$ cat config.mk
export PLATFORM = sky130hd
export DESIGN_NAME = adj_sequencer
export DESIGN_NICKNAME = d
export VERILOG_FILES = /design/src/rtl/adj_pkg.sv /design/src/rtl/adj_sequencer_key_repeat.sv /design/src/rtl/adj_sequencer.sv
export SDC_FILE = /design/constraint.sdc
export NUM_CORES = 1
export LEC_CHECK = 0
export ABC_AREA = 1
export CORE_ASPECT_RATIO = 1.2
export CORE_MARGIN = 1
export CORE_UTILIZATION = 55
export DETAILED_ROUTE_END_ITERATION = 12
export HOLD_SLACK_MARGIN = 0.08
export PLACE_DENSITY = 0.82
export REMOVE_ABC_BUFFERS = 1
export SLEW_MARGIN = 20
export SYNTH_ARGS = -nofsm -noshare
export SYNTH_HDL_FRONTEND = slang
export SYNTH_SLANG_ARGS = --single-unit
$ cat constraint.sdc
create_clock -name clk -period 2.8 [get_ports clk]
set_clock_uncertainty 0.05 [all_clocks]
set_input_delay 0.42 -clock clk [delete_from_list [all_inputs] [get_ports clk]]
set_output_delay 0.42 -clock clk [all_outputs]
set_load 0.02 [all_outputs]
$ cat src/rtl/adj_pkg.sv
// Shared types and constants for the adjustment-filter sequencer.
package adj_pkg;

    localparam int LEVEL_W       = 4;
    localparam int LEVEL_RST     = 8;
    localparam int HOLD_FRAMES   = 30;
    localparam int REPEAT_FRAMES = 4;

    function automatic int cnt_width(input int hold, input int rep);
        return $clog2((hold > rep) ? hold : rep) + 1;
    endfunction

    localparam int FRAME_CNT_W = cnt_width(HOLD_FRAMES, REPEAT_FRAMES);

    typedef enum logic [1:0] {
        KEY_IDLE,
        KEY_ARMED,
        KEY_HOLD,
        KEY_REPEAT
    } key_state_t;

endpackage

$ cat src/rtl/adj_sequencer_key_repeat.sv
// Per-direction key handler: edge detect, press-and-hold auto-repeat, pending step flag.
//
// state      | meaning
// KEY_IDLE   | key released, waiting for a rising edge
// KEY_ARMED  | first step pending, waiting for its frame strobe
// KEY_HOLD   | first step issued, counting frames until auto-repeat
// KEY_REPEAT | auto-repeat, one step every REPEAT_FRAMES frames
module key_repeat #(
    parameter int HOLD_FRAMES   = 30,
    parameter int REPEAT_FRAMES = 4,
    parameter int CNT_W         = 6
) (
    input  logic clk,
    input  logic rst,
    input  logic key,
    input  logic frame_en,
    input  logic clear,
    input  logic block,
    output logic pending,
    output logic busy
);
    import adj_pkg::*;

    // Intervals are measured issue-to-issue; pending is raised one frame before its issue.
    localparam logic [CNT_W-1:0] HOLD_LAST = CNT_W'(HOLD_FRAMES - 1);
    localparam logic [CNT_W-1:0] REP_LAST  = CNT_W'(REPEAT_FRAMES);

    key_state_t       state, state_nxt;
    logic [CNT_W-1:0] cnt, cnt_nxt, cnt_inc;
    logic             key_q, rise, set_pend, pend_nxt;

    assign rise    = key & ~key_q;
    assign cnt_inc = cnt + 1'b1;
    assign busy    = (state != KEY_IDLE);

    always_ff @(posedge clk) begin
        if (rst) begin
            state   <= KEY_IDLE;
            cnt     <= '0;
            key_q   <= 1'b0;
            pending <= 1'b0;
        end else begin
            state   <= state_nxt;
            cnt     <= cnt_nxt;
            key_q   <= key;
            pending <= pend_nxt;
        end
    end

    always_comb begin
        state_nxt = state;
        cnt_nxt   = cnt;
        set_pend  = 1'b0;
        case (state)
            KEY_IDLE: begin
                if (rise && !block) begin
                    state_nxt = KEY_ARMED;
                    set_pend  = 1'b1;
                end
            end
            KEY_ARMED: begin
                if (frame_en) begin
                    state_nxt = KEY_HOLD;
                    cnt_nxt   = '0;
                end
            end
            KEY_HOLD: begin
                if (frame_en) begin
                    if (cnt_inc == HOLD_LAST) begin
                        state_nxt = KEY_REPEAT;
                        cnt_nxt   = '0;
                        set_pend  = 1'b1;
                    end else begin
                        cnt_nxt = cnt_inc;
                    end
                end
            end
            KEY_REPEAT: begin
                if (frame_en) begin
                    if (cnt_inc == REP_LAST) begin
                        cnt_nxt  = '0;
                        set_pend = 1'b1;
                    end else begin
                        cnt_nxt = cnt_inc;
                    end
                end
            end
            default: state_nxt = KEY_IDLE;
        endcase

        if (!key || clear) begin
            state_nxt = KEY_IDLE;
            cnt_nxt   = '0;
            set_pend  = 1'b0;
        end

        // A step already pending survives a release and is consumed by its frame strobe.
        if (clear)
            pend_nxt = 1'b0;
        else
            pend_nxt = set_pend | (pending & ~frame_en);
    end

endmodule

$ cat src/rtl/adj_sequencer.sv
// Frame-synchronous key sequencer for the per-pixel adjustment filters:
// frame strobe, filter enables, inc/dec routing, selection and shadow levels.
module adj_sequencer #(
    parameter int NUM_FILT      = 4,
    parameter int SEL_W         = 2,
    parameter int LEVEL_W       = adj_pkg::LEVEL_W,
    parameter int LEVEL_RST     = adj_pkg::LEVEL_RST,
    parameter int HOLD_FRAMES   = adj_pkg::HOLD_FRAMES,
    parameter int REPEAT_FRAMES = adj_pkg::REPEAT_FRAMES
) (
    input  logic                clk,
    input  logic                rst,
    input  logic                vs_in,
    input  logic                key_up,
    input  logic                key_dn,
    input  logic                key_sel,
    input  logic [NUM_FILT-1:0] en_sw,
    output logic                frame_en,
    output logic [NUM_FILT-1:0] filt_en,
    output logic [NUM_FILT-1:0] inc,
    output logic [NUM_FILT-1:0] dec,
    output logic [SEL_W-1:0]    sel,
    output logic [LEVEL_W-1:0]  level_sel
);
    import adj_pkg::*;

    localparam int CNT_W = cnt_width(HOLD_FRAMES, REPEAT_FRAMES);

    logic               vs_q, sel_q, lock;
    logic               conflict, block, sel_rise, sel_ok;
    logic               pend_up, pend_dn, busy_up, busy_dn, step_up, step_dn;
    logic [SEL_W-1:0]   sel_nxt;
    logic [LEVEL_W-1:0] shadow     [NUM_FILT];
    logic [LEVEL_W-1:0] shadow_nxt [NUM_FILT];

    always_ff @(posedge clk) begin
        if (rst) begin
            vs_q     <= 1'b0;
            frame_en <= 1'b0;
            filt_en  <= '0;
        end else begin
            vs_q     <= vs_in;
            frame_en <= vs_in & ~vs_q;
            if (frame_en)
                filt_en <= en_sw;
        end
    end

    // After both keys were seen together, neither side re-arms until both are released.
    assign conflict = key_up & key_dn;
    assign block    = conflict | lock;

    always_ff @(posedge clk) begin
        if (rst)
            lock <= 1'b0;
        else if (conflict)
            lock <= 1'b1;
        else if (!key_up && !key_dn)
            lock <= 1'b0;
    end

    key_repeat #(
        .HOLD_FRAMES  (HOLD_FRAMES),
        .REPEAT_FRAMES(REPEAT_FRAMES),
        .CNT_W        (CNT_W)
    ) u_key_up (
        .clk     (clk),
        .rst     (rst),
        .key     (key_up),
        .frame_en(frame_en),
        .clear   (conflict),
        .block   (block),
        .pending (pend_up),
        .busy    (busy_up)
    );

    key_repeat #(
        .HOLD_FRAMES  (HOLD_FRAMES),
        .REPEAT_FRAMES(REPEAT_FRAMES),
        .CNT_W        (CNT_W)
    ) u_key_dn (
        .clk     (clk),
        .rst     (rst),
        .key     (key_dn),
        .frame_en(frame_en),
        .clear   (conflict),
        .block   (block),
        .pending (pend_dn),
        .busy    (busy_dn)
    );

    assign step_up = frame_en & pend_up & ~conflict;
    assign step_dn = frame_en & pend_dn & ~conflict;

    always_comb begin
        inc      = '0;
        dec      = '0;
        inc[sel] = step_up;
        dec[sel] = step_dn;
    end

    assign sel_rise = key_sel & ~sel_q;
    assign sel_ok   = ~(busy_up | busy_dn | pend_up | pend_dn);
    // NUM_FILT is a power of two, so the increment wraps to 0 on its own.
    assign sel_nxt  = (sel_rise && sel_ok) ? sel + 1'b1 : sel;

    always_comb begin
        shadow_nxt = shadow;
        if (filt_en[sel]) begin
            if (step_up && !step_dn && shadow[sel] != '1)
                shadow_nxt[sel] = shadow[sel] + 1'b1;
            else if (step_dn && !step_up && shadow[sel] != '0)
                shadow_nxt[sel] = shadow[sel] - 1'b1;
        end
    end

    always_ff @(posedge clk) begin
        if (rst) begin
            for (int i = 0; i < NUM_FILT; i++)
                shadow[i] <= LEVEL_W'(LEVEL_RST);
            sel       <= '0;
            sel_q     <= 1'b0;
            level_sel <= LEVEL_W'(LEVEL_RST);
        end else begin
            shadow    <= shadow_nxt;
            sel       <= sel_nxt;
            sel_q     <= key_sel;
            level_sel <= shadow_nxt[sel_nxt];
        end
    end

endmodule

==> impl_metrics.py, run 1 <==
metrics = {
    "sta": {
        "slew_viol_final": 0,
        "relSlewSlack_pct": 60.6,
        "min_period_ns": 2.68,
        "rsz0062_at_grt": "false",
        "finalHoldViolations": 0,
        "tightestPinTransition_ns": 0.589,
        "fin_crit_sh_pct": 95.8,
        "fin_tns_setup_ns": 0,
        "finalWorstSetupSlack_ns": 0.117,
        "fmaxAchievable_mhz": 373,
        "final-setup-viol-count": 0,
    },
    "final_layout": {
        "syn_to_final_growth_pct": 16.0,
        "nets": 591,
        "drive_above_1_share_pct": 7.87,
        "diodes": 0,
        "final_core_util_pct": 67.5,
    },
    "critical_path": {
        "critical-path-slowest-cell": "clkdlybuf4s50_1",
        "worst-path-max-fanout": 5,
        "path_class": "primary input to output pin",
        "critPathArrivalTime_ns": 2.21,
        "path_cells": "clkdlybuf4s50_1 -> ha_1 -> inv_1 -> nand3_1 -> nor2_1 -> clkdlybuf4s50_1",
        "crit_required_ns": 2.33,
        "end_kind": "output pin",
        "startpoint_type": "primary input",
        "path_common_cell": "clkdlybuf4s50_1",
        "cp_slowest_stage_delay_ns": 0.63,
    },
    "yosys": {
        "ys_seq_area_share_pct": 30.0,
        "synthArstFlopShare_pct": 0,
        "yosys_warnings": 0,
        "syn_inst": 518,
        "synth.top_cell.area_share_pct": 30.0,
        "yosysTopAreaCell": "dfxtp_1",
        "post-synth-top-count-cell": "nand2_1",
        "synth-edff-count": 0,
        "ys_types": 35,
        "syn-cell-area_um2": 3340,
        "avgSynthCellArea_um2": 6.45,
        "synth_area_leaders": "dfxtp_1 30%, nand2_1 16%, ha_1 8.6%",
        "synth_seq_cells": 50,
        "synth_common_cells": "140 x nand2_1, 64 x inv_1, 58 x nor2_1",
        "synth-main-ff-cell": "dfxtp_1",
    },
    "power_and_ir_drop": {
        "seqPwrFrac_pct": 46.5,
        "switching_share_pct": 32.7,
        "power_density_nw_per_um2": 418,
        "p_comb_share_pct": 26.4,
        "switchingPower_mw": 0.530,
        "p_int_mw": 1.09,
        "irDropWorstVdd_v": 0.000231,
        "leakage_nw": 1.73,
        "p_clk_share_pct": 27.1,
    },
    "die": {
        "fp.coreArea_um2": 5740,
        "die_h_um": 87.4,
        "dieArea_um2": 6390,
        "ios": 29,
        "row_count": 30,
        "start_util_pct": 58.1,
        "die_x_um": 73.1,
    },
    "placed_design": {
        "dp.final_hpwl_um": 6710,
        "gp_congestion": 1.03,
        "io_buffers": 28,
        "dpl_worst_slack_ns": 0.130,
    },
    "cts": {
        "post_cts_buffers": 0,
        "clk_path_buf_depth": 2,
        "path_clk_slew_ns": 0.09,
        "clock_latency_ns": 0.30,
        "cts_root_buffer": "clkbuf_8",
        "cts_made_buffers": 5,
        "cts-htree-levels": 2,
        "cts_sinks": 50,
        "cts_tree": "built",
    },
    "detailed_routing": {
        "drt-initial-drc-count": 312,
        "antenna_left": 0,
        "wl_per_cell_um": 13.9,
        "drc_errors": 0,
        "drt-pass1-iter-count": 5,
        "vias": 3506,
        "wirelength_um": 8900,
        "viasPerCell": 5.49,
    },
    "worst_hold_path": {
        "hp-class": "flop to flop",
    },
    "global_routing": {
        "antenna_found_initial": 0,
        "grt_usage_pct": 29.6,
        "grt_max_degree": 23,
        "grt_pass1_vias": 3248,
        "grt_pass1_wl_um": 14600,
        "overflow": 0,
    },
    "run": {
        "drv_cap": 0,
    },
    "outcome": {
        "status": "complete, no violations",
    },
}
## cell type report
cell class	count	area, µm²
fillers	514	1870
repair buffers	44	400
flip-flops and latches	50	1000
multi-input cells	388	2020
clock inverters	1	5.00
clock buffers	7	86.3
well taps	80	100
inverters	69	259
## per-stage QoR
step	instance area [µm²]	std cells	total power, mW	hold slack, ns
detailed placement	3780	631	1.19	0.331
CTS	3870	639	1.62	0.341
global placement	3780	631	1.18	0.327
finish	3870	639	1.62	0.342
floorplan	3280	507	1.01	0.323
global route	3870	639	1.70	0.371
## critical path, delay by kind of cell
family | cells | cell delay, ns
buffers and inverters | 3 | 1.18
and+or+nand+nor | 2 | 0.38
adders and majority gates | 1 | 0.23
## registers in the layout (all words and copies together), names as in the netlist
register / count
sel_q: 1
u_key_up.key_q: 1
u_key_up.cnt: 6
u_key_dn.cnt: 6
filt_en: 4
u_key_up.pending: 1
u_key_dn.state: 2
u_key_dn.key_q: 1
u_key_dn.pending: 1
level_sel: 4
shadow: 16
frame_en: 1
sel: 2
u_key_up.state: 2
lock: 1
vs_q: 1
## timing repair
item | 4_1_cts | 5_1_grt
resized for setup | 0 | 1
hold buffers | 0 | 0
setup endpoints to repair | 0 | 1
## final timing paths
path	end	startpoint	slack, ns	depth (start not counted)
min reg2reg	frame_en$_SDFF_PP0_	vs_q$_SDFF_PP0_	0.34	1
max	dec[0]	key_up	0.12	6
max reg2reg	level_sel[0]$_SDFF_PP0_	sel[1]$_SDFF_PP0_	0.26	13
min	frame_en$_SDFF_PP0_	vs_q$_SDFF_PP0_	0.34	1
## power by group through the flow
stage	Combinational (mW)	Clock, mW	Sequential, mW
final	0.427	0.438	0.753
after detailed placement	0.417	0	0.770
after floorplan	0.221	0	0.790
after global placement	0.410	0	0.769
after global routing	0.463	0.478	0.756
after CTS	0.419	0.450	0.753
## cells in the final DEF (no fill, tap or decap), types with 3 or more instances in the layout
master and instances:
a21oi_1 41, buf_4 16, clkbuf_8 6, clkdlybuf4s50_1 28, dfxtp_1 50, ha_1 22
inv_1 64, inv_2 3, nand2_1 140, nand2_2 6, nand3_1 56, nand3_2 3
nand4_1 9, nor2_1 58, o21ai_0 19, o21ai_1 4, xor2_1 6
## per-layer routing
layer / part of all wire [%] / up-vias / GRT usage (%)
li1: - / 1739 / -
met1: 42 / 1582 / 35.5
met2: 46 / 149 / 48.9
met3: 6.4 / 36 / 4.86
met4: 4.9 / 0 / 18.2
met5: 0 / - / 0
## kinds of logic after synthesis
family / after synthesis / share of synthesized area (%)
simple gates: 279 / 36.3
xor+xnor: 9 / 2.59
mux: 1 / 0.337
fa+ha+maj: 23 / 8.62
buf+inv: 80 / 9.55
flops: 50 / 30.0
compound gates: 76 / 12.6
Note: power is estimated with default switching activity, not from simulation.
==> run 2, diff against run 1 <==
Settings changed: SYNTH_HIERARCHICAL set to 1.
==> run 2 against run 1 <==
  * Sequential power about the same
  * Cell count increased by 7.0%
  * Final area up 6.9%
  * Routed wire length rose by 3.8%
  * Sequential share of layout area is 1.6 points lower
  * Maximum frequency down 0.24%
  * Total power grew 2.9%
  * First-iteration DRC count decreased by 24%
  * Non-clock buffer count rose by 7
  * Global-route usage shrank 1.5 points
  * Setup slack worse by 0.0064 ns
==> impl_metrics.py, run 2 <==
metrics = {
    "yosys": {
        "syn-cell-area_um2": 3530,
        "synth_area_leaders": "dfxtp_1 28%, nand2_1 17%, ha_1 8.1%",
        "synth_common_cells": "162 x nand2_1, 72 x inv_1, 60 x nor2_1",
        "yosys_warnings": 6,
        "synth-edff-count": 0,
        "yosysTopAreaCell": "dfxtp_1",
        "synth.top_cell.area_share_pct": 28.3,
        "ys_seq_area_share_pct": 28.3,
        "synth-main-ff-cell": "dfxtp_1",
        "post-synth-top-count-cell": "nand2_1",
        "syn_inst": 551,
        "ys_types": 36,
        "avgSynthCellArea_um2": 6.41,
        "synth_seq_cells": 50,
        "synthArstFlopShare_pct": 0,
    },
    "critical_path": {
        "critPathArrivalTime_ns": 2.22,
        "startpoint_type": "flop",
        "end_kind": "output pin",
        "crit_required_ns": 2.33,
        "reg2reg_to": "level_sel[2]$_SDFF_PP0_",
        "path_class": "flop to output pin",
        "worst-path-max-fanout": 8,
        "r2r_cells": 16,
        "r2r_slack_ns": 0.26,
        "r2r_start": "sel[0]$_SDFF_PP0_",
        "crit_start": "sel[0]$_SDFF_PP0_",
    },
    "die": {
        "fp.coreArea_um2": 6130,
        "die_x_um": 75.2,
        "die_h_um": 89.8,
        "row_count": 31,
        "start_util_pct": 57.7,
        "dieArea_um2": 6750,
        "ios": 29,
    },
    "run": {
        "drv_cap": 0,
    },
    "global_routing": {
        "overflow": 0,
        "grt_max_degree": 18,
        "antenna_found_initial": 0,
        "grt_usage_pct": 28.1,
        "grt_pass1_vias": 3387,
        "grt_pass1_wl_um": 14900,
    },
    "sta": {
        "final-setup-viol-count": 0,
        "holdWs_ns": 0.349,
        "fin_tns_setup_ns": 0,
        "fin_crit_sh_pct": 96.1,
        "rsz0062_at_grt": "false",
        "fmaxAchievable_mhz": 372,
        "relSlewSlack_pct": 70.1,
        "tightestPinTransition_ns": 0.447,
        "slew_viol_final": 0,
        "min_period_ns": 2.69,
        "finalHoldViolations": 0,
        "finalWorstSetupSlack_ns": 0.111,
    },
    "worst_hold_path": {
        "holdPathEnd": "frame_en$_SDFF_PP0_",
        "hold_depth": 1,
        "hp-start": "vs_q$_SDFF_PP0_",
        "hp-class": "flop to flop",
    },
    "power_and_ir_drop": {
        "power_density_nw_per_um2": 402,
        "finalPower_mw": 1.67,
        "irDropWorstVdd_v": 0.000362,
        "leakage_nw": 1.90,
    },
    "cts": {
        "cts.hold.buffers_added": 0,
        "path_clk_slew_ns": 0.10,
        "clk_path_buf_depth": 2,
        "cts_root_buffer": "clkbuf_8",
        "cts-htree-levels": 2,
        "cts_made_buffers": 5,
        "cts_tree": "built",
        "clock_latency_ns": 0.30,
        "cts_sinks": 50,
    },
    "outcome": {
        "status": "complete, no violations",
    },
    "final_layout": {
        "drive_above_1_share_pct": 13.0,
        "largest_reg_flops": 16,
        "diodes": 0,
        "fill_cells": 563,
        "nets": 634,
        "final_cell_mix": "162 x nand2_1, 72 x inv_1, 60 x nor2_1, 57 x nand3_1, 49 x dfxtp_1",
        "regMostFlops": "shadow",
        "final_common_cell": "nand2_1",
        "reg_top3": "shadow: 16 flops, u_key_dn/cnt: 6 flops, u_key_up/cnt: 6 flops",
        "syn_to_final_growth_pct": 17.2,
        "final_core_util_pct": 67.6,
    },
    "detailed_routing": {
        "antenna_left": 0,
        "vias": 3703,
        "drc_errors": 0,
        "drt-pass1-iter-count": 5,
        "drt-initial-drc-count": 236,
        "viasPerCell": 5.41,
        "wirelength_um": 9240,
        "wl_per_cell_um": 13.5,
    },
    "placed_design": {
        "io_buffers": 28,
        "dpl_worst_slack_ns": 0.179,
        "dp.final_hpwl_um": 7090,
        "gp_congestion": 1.02,
    },
}
## run 2: area by class of cell
class	instances	area, µm²	share of cell area [%]
inverters	77	308	7.43
clock buffers	7	86.3	2.09
flip-flops and latches	50	1000	24.2
clock inverters	1	8.76	0.212
multi-input cells	416	2170	52.3
well taps	82	103	2.48
repair buffers	51	465	11.2
## run 2: cells by family (layout without fill, tap and decap cells)
logic type | count (synthesis) | count (layout) | synth area share [%]
AND/OR/NAND/NOR | 323 | 323 | 41.4
buffers and inverters | 85 | 136 | 10.3
flip-flops | 50 | 50 | 28.3
XOR/XNOR | 4 | 4 | 0.992
adder cells (fa/ha/maj) | 23 | 23 | 8.14
AO/OA/AOI/OAI | 66 | 66 | 10.8
## run 2: per-stage QoR
stage / instance area, µm² / std cells
after floorplan: 3480 / 543
after global placement: 4000 / 672
after detailed placement: 4000 / 672
after CTS: 4100 / 680
after global routing: 4140 / 684
final: 4140 / 684
## run 2: worst max path at each step
stage | slack [ns] | endpoint | cells after the start
after global routing | 0.04 | inc[0] | 6
after CTS | 0.05 | inc[3] | 6
after global placement | 0.20 | inc[2] | 6
after floorplan | 0.43 | level_sel[0]$_SDFF_PP0_ | 16
final | 0.11 | inc[2] | 7
after detailed placement | 0.18 | inc[2] | 6
## run 2: timing repair
| action | CTS | global route |
|---|---|---|
| setup buffers | 0 | 4 |
| resized for setup | 0 | 1 |
| setup endpoints to repair | 0 | 4 |
## run 2: routing by layer
layer / share of wire (%) / up-vias / track usage [%]
met5: 0 / - / 0
met4: 4.0 / 0 / 12.8
li1: - / 1851 / -
met3: 4.3 / 28 / 3.92
met2: 50 / 116 / 49.2
met1: 41 / 1708 / 32.7
## run 2: power by group
group	total [mW]	switching [mW]	internal (mW)	leakage (nW)
combinational	0.453	0.281	0.172	1.44
sequential	0.752	0.0171	0.735	0.406
clock	0.461	0.256	0.205	0.0489
## run 2: critical path, stage by stage (launching register included)
cell	delay, ns
dfxtp_2	0.38
buf_4	0.17
inv_6	0.09
buf_4	0.18
ha_1	0.18
inv_1	0.10
nor2_1	0.18
clkdlybuf4s50_1	0.64
